===== src/rtl/fetch_stage.sv =====
`default_nettype none
// -----------------------------------------------------------------------------
// fetch_stage : IF stage, single-outstanding imem fetch into the IF/ID register.
//               Optional macro FETCH_HALT_EN stops fetching after an ebreak.  Rev 1.0
// -----------------------------------------------------------------------------
module fetch_stage #(
   parameter int              PC_W     = 9,
   parameter int              INSTR_W  = 32,
   parameter logic [PC_W-1:0] RESET_PC = '0
) (
   input  logic               clk,
   input  logic               reset,
   input  logic               stall_i,
   input  logic               redirect_i,
   input  logic [PC_W-1:0]    redirect_pc_i,
   output logic               imem_req_o,
   output logic [PC_W-1:0]    imem_addr_o,
   input  logic               imem_ready_i,
   input  logic               imem_rvalid_i,
   input  logic [INSTR_W-1:0] imem_rdata_i,
   output logic               if_id_valid_o,
   output logic [PC_W-1:0]    if_id_pc_o,
   output logic [INSTR_W-1:0] if_id_instr_o,
   output logic               halted_o
);
   localparam logic [INSTR_W-1:0] C_NOP    = INSTR_W'(32'h0000_0013);
`ifdef FETCH_HALT_EN
   localparam logic [INSTR_W-1:0] C_EBREAK = INSTR_W'(32'h0010_0073);
`endif

   typedef enum logic [1:0] {
      S_REQ  = 2'd0,
      S_WAIT = 2'd1,
      S_HOLD = 2'd2,
      S_HALT = 2'd3
   } state_e;

   state_e             state_q, state_d;
   logic [PC_W-1:0]    pc_q, pc_d;
   logic [INSTR_W-1:0] skid_q, skid_d;
   logic               drop_q, drop_d;
   logic               valid_q, valid_d;
   logic [PC_W-1:0]    id_pc_q, id_pc_d;
   logic [INSTR_W-1:0] id_instr_q, id_instr_d;
`ifdef FETCH_HALT_EN
   logic               halted_q, halted_d;
`endif

   logic               take_rsp;
   logic               pending_drop;
   logic               load_en;
   logic [INSTR_W-1:0] load_instr;

   // A response present in the same cycle as a flush from WAIT is the one we
   // were owed, so nothing further is left to drop in that case.
   assign take_rsp     = (state_q == S_WAIT) && imem_rvalid_i && !drop_q;
   assign pending_drop = ((state_q == S_WAIT) && !take_rsp) || (drop_q && !imem_rvalid_i);

   always_comb begin
      state_d    = state_q;
      pc_d       = pc_q;
      skid_d     = skid_q;
      drop_d     = drop_q;
      valid_d    = valid_q;
      id_pc_d    = id_pc_q;
      id_instr_d = id_instr_q;
`ifdef FETCH_HALT_EN
      halted_d   = halted_q;
`endif
      load_en    = 1'b0;
      load_instr = skid_q;

      if (redirect_i) begin
         state_d    = S_REQ;
         pc_d       = redirect_pc_i;
         skid_d     = '0;
         // A request accepted in this very cycle will still answer later.
         drop_d     = pending_drop || ((state_q == S_REQ) && imem_ready_i);
         valid_d    = 1'b0;
         id_instr_d = C_NOP;
`ifdef FETCH_HALT_EN
         halted_d   = 1'b0;
`endif
      end else begin
         if (imem_rvalid_i && drop_q) begin
            drop_d = 1'b0;
         end
         case (state_q)
            S_REQ: begin
               if (imem_ready_i) begin
                  state_d = S_WAIT;
               end
            end
            S_WAIT: begin
               if (take_rsp) begin
                  if (stall_i) begin
                     skid_d  = imem_rdata_i;
                     state_d = S_HOLD;
                  end else begin
                     load_en    = 1'b1;
                     load_instr = imem_rdata_i;
                  end
               end
            end
            S_HOLD: begin
               if (!stall_i) begin
                  load_en    = 1'b1;
                  load_instr = skid_q;
               end
            end
            default: begin
               state_d = state_q;
            end
         endcase

         if (load_en) begin
            valid_d    = 1'b1;
            id_pc_d    = pc_q;
            id_instr_d = load_instr;
            pc_d       = pc_q + PC_W'(4);
            state_d    = S_REQ;
`ifdef FETCH_HALT_EN
            if (load_instr == C_EBREAK) begin
               state_d  = S_HALT;
               halted_d = 1'b1;
            end
`endif
         end else if (!stall_i) begin
            valid_d    = 1'b0;
            id_instr_d = C_NOP;
         end
      end
   end

   always_ff @(posedge clk) begin
      if (reset) begin
         state_q    <= S_REQ;
         pc_q       <= RESET_PC;
         skid_q     <= '0;
         drop_q     <= pending_drop;
         valid_q    <= 1'b0;
         id_pc_q    <= '0;
         id_instr_q <= C_NOP;
`ifdef FETCH_HALT_EN
         halted_q   <= 1'b0;
`endif
      end else begin
         state_q    <= state_d;
         pc_q       <= pc_d;
         skid_q     <= skid_d;
         drop_q     <= drop_d;
         valid_q    <= valid_d;
         id_pc_q    <= id_pc_d;
         id_instr_q <= id_instr_d;
`ifdef FETCH_HALT_EN
         halted_q   <= halted_d;
`endif
      end
   end

   assign imem_req_o    = (state_q == S_REQ) && !reset;
   assign imem_addr_o   = pc_q;
   assign if_id_valid_o = valid_q;
   assign if_id_pc_o    = id_pc_q;
   assign if_id_instr_o = id_instr_q;
`ifdef FETCH_HALT_EN
   assign halted_o      = halted_q;
`else
   assign halted_o      = 1'b0;
`endif

endmodule
`default_nettype wire


===== config.mk =====
export PLATFORM = sky130hd
export DESIGN_NAME = fetch_stage
export DESIGN_NICKNAME = d
export VERILOG_FILES = /design/src/rtl/fetch_stage.sv
export SDC_FILE = /design/constraint.sdc
export NUM_CORES = 1
export LEC_CHECK = 0
export ABC_AREA = 0
export ABC_CLOCK_PERIOD_IN_PS = 2900
export CORE_MARGIN = 2
export CORE_UTILIZATION = 52
export DETAILED_ROUTE_END_ITERATION = 8
export PLACE_DENSITY = 0.85
export SYNTH_ARGS = -nofsm -noshare
export SYNTH_HDL_FRONTEND = slang
export SYNTH_SLANG_ARGS = --single-unit

===== constraint.sdc =====
create_clock -name clk -period 2.9 [get_ports clk]
set_input_delay 0.435 -clock clk [delete_from_list [all_inputs] [get_ports clk]]
set_output_delay 0.435 -clock clk [all_outputs]
set_load 0.05 [all_outputs]

=== Yosys cells after proc, flatten, opt, wreduce, memory -nomap -nowiden ===
Cells that the tools add are included.

* Add/sub/neg operators: 1
* Equal/unequal tests: 6
* Mux-type cells: 20
* Bitwise operators: 1
* Reductions and logical operators: 22

{| class="wikitable"
|+ Operators by type and width
! cell !! count
|-
| $mux W32 || 5
|-
| $mux W9 || 2
|-
| $add A9 B3 Y9 const B || 1
|-
| $mux W1 || 8
|-
| $logic_and A1 B1 Y1 || 7
|-
| $mux W2 || 3
|-
| $ne A2 B2 Y1 const B || 3
|-
| $logic_not A1 Y1 || 4
|-
| $pmux W2 S2 || 1
|-
| $reduce_and A4 Y1 || 1
|-
| $reduce_bool A2 Y1 || 2
|-
| $reduce_and A3 Y1 || 1
|-
| $reduce_bool A3 Y1 || 1
|-
| $reduce_or A3 Y1 || 1
|-
| $eq A2 B1 Y1 const B || 1
|-
| $eq A2 B2 Y1 const B || 1
|-
| $logic_not A2 Y1 || 1
|-
| $logic_or A1 B1 Y1 || 2
|-
| $ne A2 B1 Y1 const B || 1
|-
| $pmux W1 S2 || 1
|-
| $reduce_and A2 Y1 || 1
|-
| $reduce_or A2 Y1 || 1
|-
| $not A1 Y1 || 1
|}

* Flip-flop bits (word level): 86
* Input port bits: 47
* Output and inout port bits: 53
* Logic and storage cells: 57

=== Depth between registers and ports, before layout ===
Gate-level depths: netlist (run 1).

* Depth after elaboration: 9
* Mapped depth: 8

=== Least setup slack after synthesis (run 1) ===
Ideal clock, no wire load.

* Kind: in2out
* From: in reset
* To: out imem_req_o
* Arrival: 1.318 ns
* Data required time: 2.465 ns
* Setup slack: 1.147 ns
* Cell stages on the path: 2
* Buffers on the path: 1
* Cell sequence: buf_2 -> nor2b_1

* Word-level cells in the longest chain between the ends: 2

{| class="wikitable"
|+ Ends and longest elaborated chain
! item !! line !! text
|-
| start: declaration || 12 || <nowiki>input logic reset,</nowiki>
|-
| $logic_not A1 Y1 || 161 || <nowiki>assign imem_req_o = (state_q == S_REQ) && !reset;</nowiki>
|-
| $logic_and A1 B1 Y1 || 161 ||
|-
| end: declaration || 16 || <nowiki>output logic imem_req_o,</nowiki>
|}

No other way between the ends.

=== Worst setup path after layout (run 1) ===
* From: reg state_q[0]
* To: out imem_req_o

* Word-level cells in the longest chain between the ends: 2

{| class="wikitable"
|+ Ends and longest elaborated chain
! item !! line !! text
|-
| start: declaration || 38 || <nowiki>state_e state_q, state_d;</nowiki>
|-
| start signal: assignment || 148 || <nowiki>state_q <= state_d;</nowiki>
|-
| $logic_not A2 Y1 || 161 ||
|-
| $logic_and A1 B1 Y1 || 161 ||
|}

No other way between the ends.

==> summary.txt, run 1 <==
Run status
  • Status: completed

GRT
  • Pin count of the biggest net entering global routing: 35
  • First-pass GRT wire length: 14.1 mm
  • GR Overflow Total: 0
  • Vias in the first global route: 3067
  • GR Util All Layers: 22.9%
  • Initial antenna violation count: 0

Setup path
  • CP cell instances: inv_1, ha_1, nor2b_1, clkdlybuf4s50_1
  • Worst Path Required: 2.47 ns
  • Crit end category: output pin
  • Crit-path leading delay family: buffers and inverters
  • CP max FO: 3
  • Worst Path Arrival: 1.96 ns
  • CP max stage cell: clkdlybuf4s50_1
  • Worst path max stage delay: 0.82 ns
  • Critical Setup Path Class: flip-flop to output pin
  • Worst Setup Start Kind: flip-flop
  • CP Buf/Inv Count: 2
  • Crit. path cell count: 4
  • Cells on worst reg2reg path: 7

Worst hold path
  • Hold Path Class: flip-flop to flip-flop
  • Hold path cells: 2

STA
  • Slew headroom: 63.8%
  • Period Utilization, post-route: 82.7%
  • Fin. Hold Viols: 0
  • Setup TNS: 0 ns
  • Final Slew Violations: 0
  • RSZ-0062 raised after global routing: false
  • Worst Tran Pin Value: 0.541 ns
  • Final setup violation count: 0
  • Skew final: 0.00731 ns
  • F_max: 417 MHz
  • Min Tclk post-route: 2.40 ns

Job
  • # Max-Cap Violations: 0

Logic synthesis
  • Syn Std Cell Area: 3650 sq um
  • Mean Syn Cell Area: 8.68 sq um
  • Distinct cells, synth: 40
  • Sequential area share after synthesis: 47.4%
  • Top-count cell post-synth: nand2_1
  • Top cells by area, synth: dfxtp_1, nand2_1, mux2i_1
  • Number of synthesized flops with an enable pin: 1
  • Yosys top cell by area: dfxtp_1
  • Ys flop type: dfxtp_1
  • Area share of the largest cell type after synthesis: 46.6%
  • Syn nets: 472
  • Commonest cells in the netlist: nand2_1, dfxtp_1, mux2i_1, a21oi_1, o21ai_1
  • Async set-reset flop share out of synthesis: 0%
  • #FFs+latches synth: 86
  • Mapped Cells: 421
  • Syn. warnings: 0

Drt
  • Drt pass-1 iters: 5
  • Wire per inst: 14.3 um
  • DRT antenna net count: 0
  • Vias per cell: 5.35
  • Drt drc: 0
  • Initial DRC Count: 206
  • Drt total wl: 8.76 mm
  • Via count: 3272

Power
  • Peak supply drop: 303 uV
  • Design Power: 0.00236 W
  • Leak pwr: 1.65 nW
  • PwrDens: 479 nW/um^2

CTS
  • Post-cts resize count: 0
  • Worst-path clk slew: 0.09 ns
  • CTS Buf Count: 9
  • CTS sink cnt: 86
  • Number of H-tree levels: 3
  • Longest Clk Path Bufs: 2
  • Setup Buffers After CTS: 0
  • Clock latency on the worst-skew pair: 0.34 ns
  • # hold bufs at CTS: 0
  • CTS root buf: clkbuf_8
  • TritonCTS clock tree: done

Floorplan
  • Core Area: 6790 sq um
  • Initial Util: 53.8%
  • IO Count: 100
  • Die H: 87.8 um
  • Die area: 7710 sq um
  • Rows: 30
  • Chip Width: 87.8 um

Layout
  • Area delta synth->final: 34.7%
  • Antenna cell count: 0
  • Final cell count without fillers: 612
  • Nets: 562
  • Layout cell share with drive strength beyond 1: 6.20%

Place
  • IO buf count: 98
  • Hpwl dp: 6.00 mm
  • Final GP Congestion: 0.868
  • Placed cells: 596
final timing paths:
kind,start,endpoint,slack [ns]
max,state_q[0]$_SDFFE_PP0P_,imem_req_o,0.50
min,if_id_instr_o[18]$_SDFFE_PP0P_,if_id_instr_o[18]$_SDFFE_PP0P_,0.45
max reg2reg,state_q[1]$_SDFFE_PP0P_,if_id_instr_o[21]$_SDFFE_PP0P_,0.93
min reg2reg,if_id_instr_o[18]$_SDFFE_PP0P_,if_id_instr_o[18]$_SDFFE_PP0P_,0.45
metrics by stage:
step	setup slack, ns	hold slack, ns	util [%]	instance area, sq um
after floorplan	1.15	0.432	-	3650
after global placement	0.642	0.436	69.1	4700
after detailed placement	0.633	0.441	69.1	4700
after CTS	0.490	0.452	72.4	4920
after global routing	0.380	0.464	72.4	4920
final	0.502	0.449	72.4	4920
metal layers:
metal / wire length [um] / track usage (%) / vias to the layer above
met2: 4180 / 38.5 / 134
met1: 3850 / 30.2 / 1517
met5: 0 / 0 / -
met3: 644 / 4.90 / 6
li1: - / - / 1615
met4: 78 / 5.45 / 0
flip-flops by register name (all words and copies together), names as in the netlist:
register       flops
if_id_instr_o     32
skid_q            32
if_id_pc_o         9
imem_addr_o        9
state_q            2
drop_q             1
if_id_valid_o      1
cell type report:
class / count / area, sq um
Sequential cell: 86 / 1730
Timing Repair Buffer: 110 / 1080
Clock buffer: 11 / 163
Inverter: 7 / 26.3
Clock inverter: 5 / 62.6
Tap cell: 96 / 120
Fill cell: 516 / 1870
Multi-Input combinational cell: 297 / 1740
layout by cell type (no fill, tap or decap), types with 2 or more instances in the layout:
master,Yosys,routed
o21ai_1,31,31
nand2_1,116,116
dfxtp_1,85,85
and3_1,3,3
o21ai_0,4,4
nand3_1,3,3
clkbuf_8,0,10
and3b_1,2,2
mux2i_1,40,40
inv_1,5,5
o22a_1,3,3
and4b_1,3,3
clkdlybuf4s50_1,0,98
o2111a_1,5,5
a2111oi_1,2,2
a21oi_1,37,37
buf_4,3,11
nor2_1,11,11
nand2b_1,2,2
mux2_1,3,3
nor2b_1,6,6
o211ai_1,7,7
a211oi_1,5,4
ha_1,4,4
tightest hold or removal path, delay by kind of cell (launching register included):
kind            cells  cell delay (ns)
compound gates      1             0.05
flops               1             0.32
simple gates        1             0.05
cell families (layout without fill, tap and decap cells):
group / after synthesis / count (layout) / synth area share (%)
simple gates: 152 / 152 / 17.9
compound gates: 96 / 96 / 15.6
flops: 86 / 86 / 47.4
mux: 43 / 43 / 11.9
buf+inv: 38 / 133 / 5.41
fa+ha+maj: 5 / 5 / 1.64
other cells: 1 / 1 / 0.103
power by group:
group | internal (W) | switching (W)
Sequential | 0.00120 | 0.0000159
Combinational | 0.000105 | 0.000119
Clock | 0.000482 | 0.000441
Total | 0.00178 | 0.000576
Note: power is estimated with default switching activity, not from simulation.
==> run 2: changes to the inputs <==
Settings changed: ABC_CLOCK_PERIOD_IN_PS 2900 to 2100, CORE_UTILIZATION 52 to 43, PLACE_DENSITY 0.85 to 0.75.
Clock period 2.9 ns to 2.1 ns, I/O delays scaled along.
==> summary.txt, run 2 (synthesis results as in run 1) <==
STA
  • Fin. Hold Viols: 0 (unchanged)
  • Final setup violation count: 0 (unchanged)
  • Slew headroom: 63.7% (was 63.8%)
  • Period Utilization, post-route: 96.6%
  • F_max: 493 MHz
  • Skew final: 0.00700 ns (was 0.00731 ns)
  • Setup ws final: 0.0712 ns (was 0.502 ns)
  • Worst Tran Pin Value: 0.543 ns (was 0.541 ns)
  • Min Tclk post-route: 2.03 ns
  • Setup TNS: 0 ns (unchanged)
  • RSZ-0062 raised after global routing: false (unchanged)
  • Final Slew Violations: 0 (unchanged)

Layout
  • Commonest non-fill, non-tap cell in the layout: nand2_1 (unchanged)
  • Layout cell share with drive strength beyond 1: 6.76% (was 6.20%)
  • Area delta synth->final: 34.9% (was 34.7%)
  • Antenna cell count: 0 (unchanged)
  • Nets: 564 (was 562)
  • Highest-count cells in the layout ignoring fill and taps: nand2_1, clkdlybuf4s50_1, dfxtp_1 (unchanged)

CTS
  • CTS Buf Count: 9 (unchanged)
  • Worst-path clk slew: 0.09 ns (about the same)
  • Post-cts resize count: 0 (unchanged)
  • CTS root buf: clkbuf_8 (unchanged)
  • Setup Buffers After CTS: 0 (unchanged)
  • Number of H-tree levels: 3 (unchanged)
  • Clock latency on the worst-skew pair: 0.34 ns (about the same)
  • TritonCTS clock tree: done (unchanged)
  • CTS sink cnt: 86 (unchanged)
  • # hold bufs at CTS: 0 (unchanged)
  • Longest Clk Path Bufs: 2 (unchanged)

Floorplan
  • Die H: 96.2 um (was 87.8 um)
  • Die area: 9250 sq um (was 7710 sq um)
  • Initial Util: 44.5% (was 53.8%)
  • IO Count: 100 (unchanged)
  • Rows: 33 (was 30)
  • Core Area: 8220 sq um (was 6790 sq um)
  • Chip Width: 96.2 um (was 87.8 um)

Place
  • Final GP Congestion: 0.872 (was 0.868)
  • Post-place setup slack: 0.139 ns (was 0.633 ns)
  • Hpwl dp: 5.97 mm (was 6.00 mm)
  • IO buf count: 98 (unchanged)

Drt
  • DRT antenna net count: 0 (unchanged)
  • Drt pass-1 iters: 4 (was 5)
  • Wire per inst: 13.8 um (was 14.3 um)
  • Vias per cell: 5.15 (was 5.35)
  • Drt drc: 0 (unchanged)
  • Drt total wl: 8.57 mm (was 8.76 mm)
  • Initial DRC Count: 133 (was 206)
  • Via count: 3209 (was 3272)

Setup path
  • Worst Setup Start Kind: flip-flop (unchanged)
  • Crit end category: output pin (unchanged)
  • CP max stage cell: clkdlybuf4s50_1 (unchanged)
  • CP cell instances: clkdlybuf4s50_1 (was inv_1, ha_1, nor2b_1, clkdlybuf4s50_1)
  • Worst Path Required: 1.78 ns (was 2.47 ns)
  • Crit-path leading delay family: buffers and inverters (unchanged)
  • Worst Path Arrival: 1.71 ns (was 1.96 ns)
  • Critical Setup Path Class: flip-flop to output pin (unchanged)
  • Worst path max stage delay: 0.87 ns (was 0.82 ns)
  • R2R Setup Slk: 0.38 ns (was 0.93 ns)
  • CP Buf/Inv Count: 1 (was 2)
  • CP max FO: 7 (was 3)

GRT
  • Vias in the first global route: 2914 (was 3067)
  • First-pass GRT wire length: 13.7 mm (was 14.1 mm)
  • Initial antenna violation count: 0 (unchanged)
  • GR Overflow Total: 0 (unchanged)
  • Pin count of the biggest net entering global routing: 35 (unchanged)
  • GR Util All Layers: 18.7% (was 22.9%)

Power
  • Peak supply drop: 282 uV (was 303 uV)
  • PwrDens: 613 nW/um^2 (was 479 nW/um^2)
  • Design Power: 0.00302 W (was 0.00236 W)
  • Leak pwr: 1.65 nW (about the same)

Job
  • # Max-Cap Violations: 0 (unchanged)

Worst hold path
  • Hold Path Class: flip-flop to flip-flop (unchanged)

Run status
  • Status: completed (unchanged)
-- run 2: worst paths after layout --
check	to	start	cells after the start
setup / recovery	imem_addr_o[2]	imem_addr_o[2]$_SDFFE_PP0P_	1
hold / removal	if_id_instr_o[20]$_SDFFE_PP0P_	if_id_instr_o[20]$_SDFFE_PP0P_	2
setup reg to reg	if_id_pc_o[2]$_SDFFE_PP0P_	state_q[0]$_SDFFE_PP0P_	6
hold reg to reg	if_id_instr_o[20]$_SDFFE_PP0P_	if_id_instr_o[20]$_SDFFE_PP0P_	2
-- run 2: layer usage --
layer,global-route usage [%],up-vias,wire (um)
met5,0,-,0
met4,4.40,0,48
met3,3.76,7,491
met2,31.4,83,4110
met1,24.5,1498,3910
li1,-,1621,-
-- run 2: layout make-up --
| cell class | count | area, sq um |
|---|---|---|
| Timing Repair Buffer | 112 | 1130 |
| Tap cell | 105 | 131 |
| Fill cell | 715 | 3290 |
| Clock inverter | 7 | 48.8 |
| Clock buffer | 9 | 124 |
| Inverter | 7 | 26.3 |
| Sequential cell | 86 | 1730 |
| Multi-Input combinational cell | 297 | 1740 |
-- run 2: worst register-to-register path: cells and delay by family (launching register included) --
kind | cells | cell delay (ns)
buf+inv | 3 | 0.48
flops | 1 | 0.32
mux | 1 | 0.20
compound gates | 1 | 0.20
fa+ha+maj | 1 | 0.45
-- run 2: through the flow --
step,hold WS (ns),util (%),std cells,instance area (sq um)
after floorplan,0.432,-,421,3650
after global routing,0.473,60.0,623,4930
after detailed placement,0.442,57.9,607,4760
final,0.453,60.0,623,4930
after CTS,0.455,60.0,623,4930
after global placement,0.436,57.9,607,4760
-- run 2: power breakdown --
part,internal (W),switching [W]
Clock,0.000434,0.000602
Combinational,0.000152,0.000164
Sequential,0.00165,0.0000216
==> run 3: changes to the inputs <==
Settings changed: CORE_ASPECT_RATIO set to 1.4, SETUP_SLACK_MARGIN set to 0.4.
==> summary.txt, run 3 (synthesis results as in run 1) <==
CTS
  • CTS sink cnt: 86 (unchanged)
  • CTS Buf Count: 9 (unchanged)
  • CTS root buf: clkbuf_16 (was clkbuf_8)
  • Worst-path clk slew: 0.06 ns (was 0.09 ns)
  • Number of H-tree levels: 3 (unchanged)
  • Longest Clk Path Bufs: 2 (unchanged)
  • Clock latency on the worst-skew pair: 0.34 ns (about the same)
  • TritonCTS clock tree: done (unchanged)
  • # hold bufs at CTS: 0 (unchanged)

STA
  • Period Utilization, post-route: 78.9% (was 96.6%)
  • Min Tclk post-route: 1.66 ns (was 2.03 ns)
  • Setup TNS: 0 ns (unchanged)
  • Worst Tran Pin Value: 0.521 ns (was 0.543 ns)
  • Final Slew Violations: 0 (unchanged)
  • Final setup violation count: 0 (unchanged)
  • Skew final: 0.00313 ns (was 0.00700 ns)
  • Slew headroom: 65.4% (was 63.7%)
  • Fin. Hold Viols: 0 (unchanged)
  • F_max: 604 MHz (was 493 MHz)
  • RSZ-0062 raised after global routing: true (was false)

Setup path
  • Worst reg2reg endpoint: if_id_instr_o[4]$_SDFFE_PP1P_ (was if_id_pc_o[2]$_SDFFE_PP0P_)
  • Crit end category: flip-flop (was output pin)
  • Cells on worst reg2reg path: 7 (was 6)
  • Setup crit end: if_id_instr_o[4]$_SDFFE_PP1P_ (was imem_addr_o[2])
  • CP Buf/Inv Count: 3 (was 1)
  • Crit. path cell count: 7 (was 1)
  • Worst Setup Start Kind: flip-flop (unchanged)
  • Worst path max stage delay: 0.38 ns (was 0.87 ns)
  • R2R Setup Slk: 0.44 ns (was 0.38 ns)
  • CP max FO: 16 (was 7)
  • Crit-path leading delay family: buffers and inverters (unchanged)
  • CP max stage cell: dfxtp_2 (was clkdlybuf4s50_1)
  • Critical Setup Path Class: flip-flop to flip-flop (was flip-flop to output pin)
  • CP startpoint: state_q[1]$_SDFFE_PP0P_ (was imem_addr_o[2]$_SDFFE_PP0P_)
  • FF-to-FF Start: state_q[1]$_SDFFE_PP0P_ (was state_q[0]$_SDFFE_PP0P_)
  • Worst Path Required: 2.38 ns (was 1.78 ns)
  • CP cell instances: inv_2, ha_4, and3b_2, o211ai_1, buf_4, buf_6, o22a_1 (was clkdlybuf4s50_1)
  • Worst Path Arrival: 1.94 ns (was 1.71 ns)

Place
  • IO buf count: 98 (unchanged)
  • Placed cells: 609 (was 607)
  • Hpwl dp: 6.40 mm (was 5.97 mm)
  • Final GP Congestion: 0.836 (was 0.872)

GRT
  • GR Util All Layers: 20.3% (was 18.7%)
  • Initial antenna violation count: 0 (unchanged)
  • GR Overflow Total: 0 (unchanged)
  • First-pass GRT wire length: 14.7 mm (was 13.7 mm)
  • Vias in the first global route: 3259 (was 2914)
  • Pin count of the biggest net entering global routing: 33 (was 35)

Floorplan
  • Die H: 113 um (was 96.2 um)
  • Initial Util: 44.6% (was 44.5%)
  • IO Count: 100 (unchanged)
  • Rows: 39 (was 33)
  • Die area: 9260 sq um (was 9250 sq um)
  • Core Area: 8200 sq um (was 8220 sq um)
  • Chip Width: 81.9 um (was 96.2 um)

Drt
  • Wire per inst: 15.0 um (was 13.8 um)
  • DRT antenna net count: 0 (unchanged)
  • Drt total wl: 9.40 mm (was 8.57 mm)
  • Drt pass-1 iters: 4 (unchanged)
  • Via count: 3288 (was 3209)
  • Drt drc: 0 (unchanged)
  • Vias per cell: 5.24 (was 5.15)
  • Initial DRC Count: 131 (was 133)

Layout
  • Nets: 572 (was 564)
  • Commonest non-fill, non-tap cell in the layout: nand2_1 (unchanged)
  • Area delta synth->final: 39.8% (was 34.9%)
  • Final cell count without fillers: 627 (was 623)
  • Layout cell share with drive strength beyond 1: 9.90% (was 6.76%)
  • Antenna cell count: 0 (unchanged)
  • Highest-count cells in the layout ignoring fill and taps: nand2_1, dfxtp_1, dlygate4sd2_1 (was nand2_1, clkdlybuf4s50_1, dfxtp_1)

Power
  • PwrDens: 699 nW/um^2 (was 613 nW/um^2)
  • Peak supply drop: 465 uV (was 282 uV)
  • Leak pwr: 1.96 nW (was 1.65 nW)

Worst hold path
  • Hold Path Class: flip-flop to flip-flop (unchanged)
  • Hold path cells: 2 (unchanged)

Run status
  • Status: completed (unchanged)

Job
  • # Max-Cap Violations: 0 (unchanged)
==> run 3: cell count changes in the layout (fill, tap and decap cells not counted), moves of 3 or more <==
| cell | previous run | this run |
|---|---|---|
| buf_4 | 11 | 17 |
| clkbuf_16 | 0 | 10 |
| clkbuf_8 | 9 | 1 |
| clkdlybuf4s50_1 | 97 | 46 |
| clkinv_2 | 3 | 0 |
| dlygate4sd2_1 | 0 | 48 |
| ha_1 | 4 | 1 |
| ha_4 | 0 | 3 |
==> run 3: power by group <==
group          switching (W)  total (W)  internal, W  leakage [nW]
sequential         0.0000225    0.00168      0.00165         0.699
combinational       0.000169   0.000324     0.000155          1.12
clock               0.000621    0.00157     0.000949         0.139
==> run 3: stage by stage <==
| step | hold WS, ns | power, W | setup slack [ns] | util (%) | cell area [sq um] |
|---|---|---|---|---|---|
| floorplan | 0.432 | 0.00186 | 0.403 | - | 3650 |
| finish | 0.443 | 0.00357 | 0.444 | 62.3 | 5110 |
| global route | 0.462 | 0.00368 | 0.373 | 62.3 | 5110 |
| global placement | 0.435 | 0.00203 | 0.207 | 58.4 | 4790 |
| CTS | 0.447 | 0.00359 | 0.379 | 61.4 | 5030 |
| detailed placement | 0.441 | 0.00203 | 0.146 | 58.4 | 4790 |
==> run 3: routing by layer <==
layer | wire length, um | share of wire (%) | vias up | track usage, %
li1 | - | - | 1643 | -
met1 | 3840 | 41 | 1530 | 23.2
met2 | 4890 | 52 | 99 | 35.7
met3 | 511 | 5.4 | 16 | 4.86
met4 | 158 | 1.7 | 0 | 7.67
met5 | 0 | 0 | - | 0
==> run 3: repair_timing <==
| item | CTS | global route |
|---|---|---|
| setup endpoints to repair | 96 | 49 |
| resized for setup | 57 | 20 |
| pin swaps | 0 | 2 |
| setup buffers | 0 | 1 |
| gates cloned | 0 | 2 |
==> run 3: how the worst min path moves through the flow <==
stage | start | endpoint | slack, ns
after floorplan | skid_q[0]$_SDFFE_PP0P_ | skid_q[0]$_SDFFE_PP0P_ | 0.43
after global placement | if_id_instr_o[16]$_SDFFE_PP0P_ | if_id_instr_o[16]$_SDFFE_PP0P_ | 0.44
after detailed placement | if_id_instr_o[16]$_SDFFE_PP0P_ | if_id_instr_o[16]$_SDFFE_PP0P_ | 0.44
after CTS | if_id_instr_o[16]$_SDFFE_PP0P_ | if_id_instr_o[16]$_SDFFE_PP0P_ | 0.45
after global routing | if_id_instr_o[12]$_SDFFE_PP0P_ | if_id_instr_o[12]$_SDFFE_PP0P_ | 0.46
final | if_id_instr_o[16]$_SDFFE_PP0P_ | if_id_instr_o[16]$_SDFFE_PP0P_ | 0.44
==> run 3: final cells by class <==
class                   instances  area, sq um
repair buffers                120         1140
clock inverters                 3         43.8
fillers                       696         3090
inverters                       7         26.3
well taps                     102          128
flip-flops and latches         86         1730
clock buffers                  12          246
multi-input cells             297         1790
==> run 3: worst min-delay path, cell delays in order, from the launching register on <==
cell and delay, ns:
dfxtp_1 0.30, nand2_1 0.05, o21ai_1 0.05
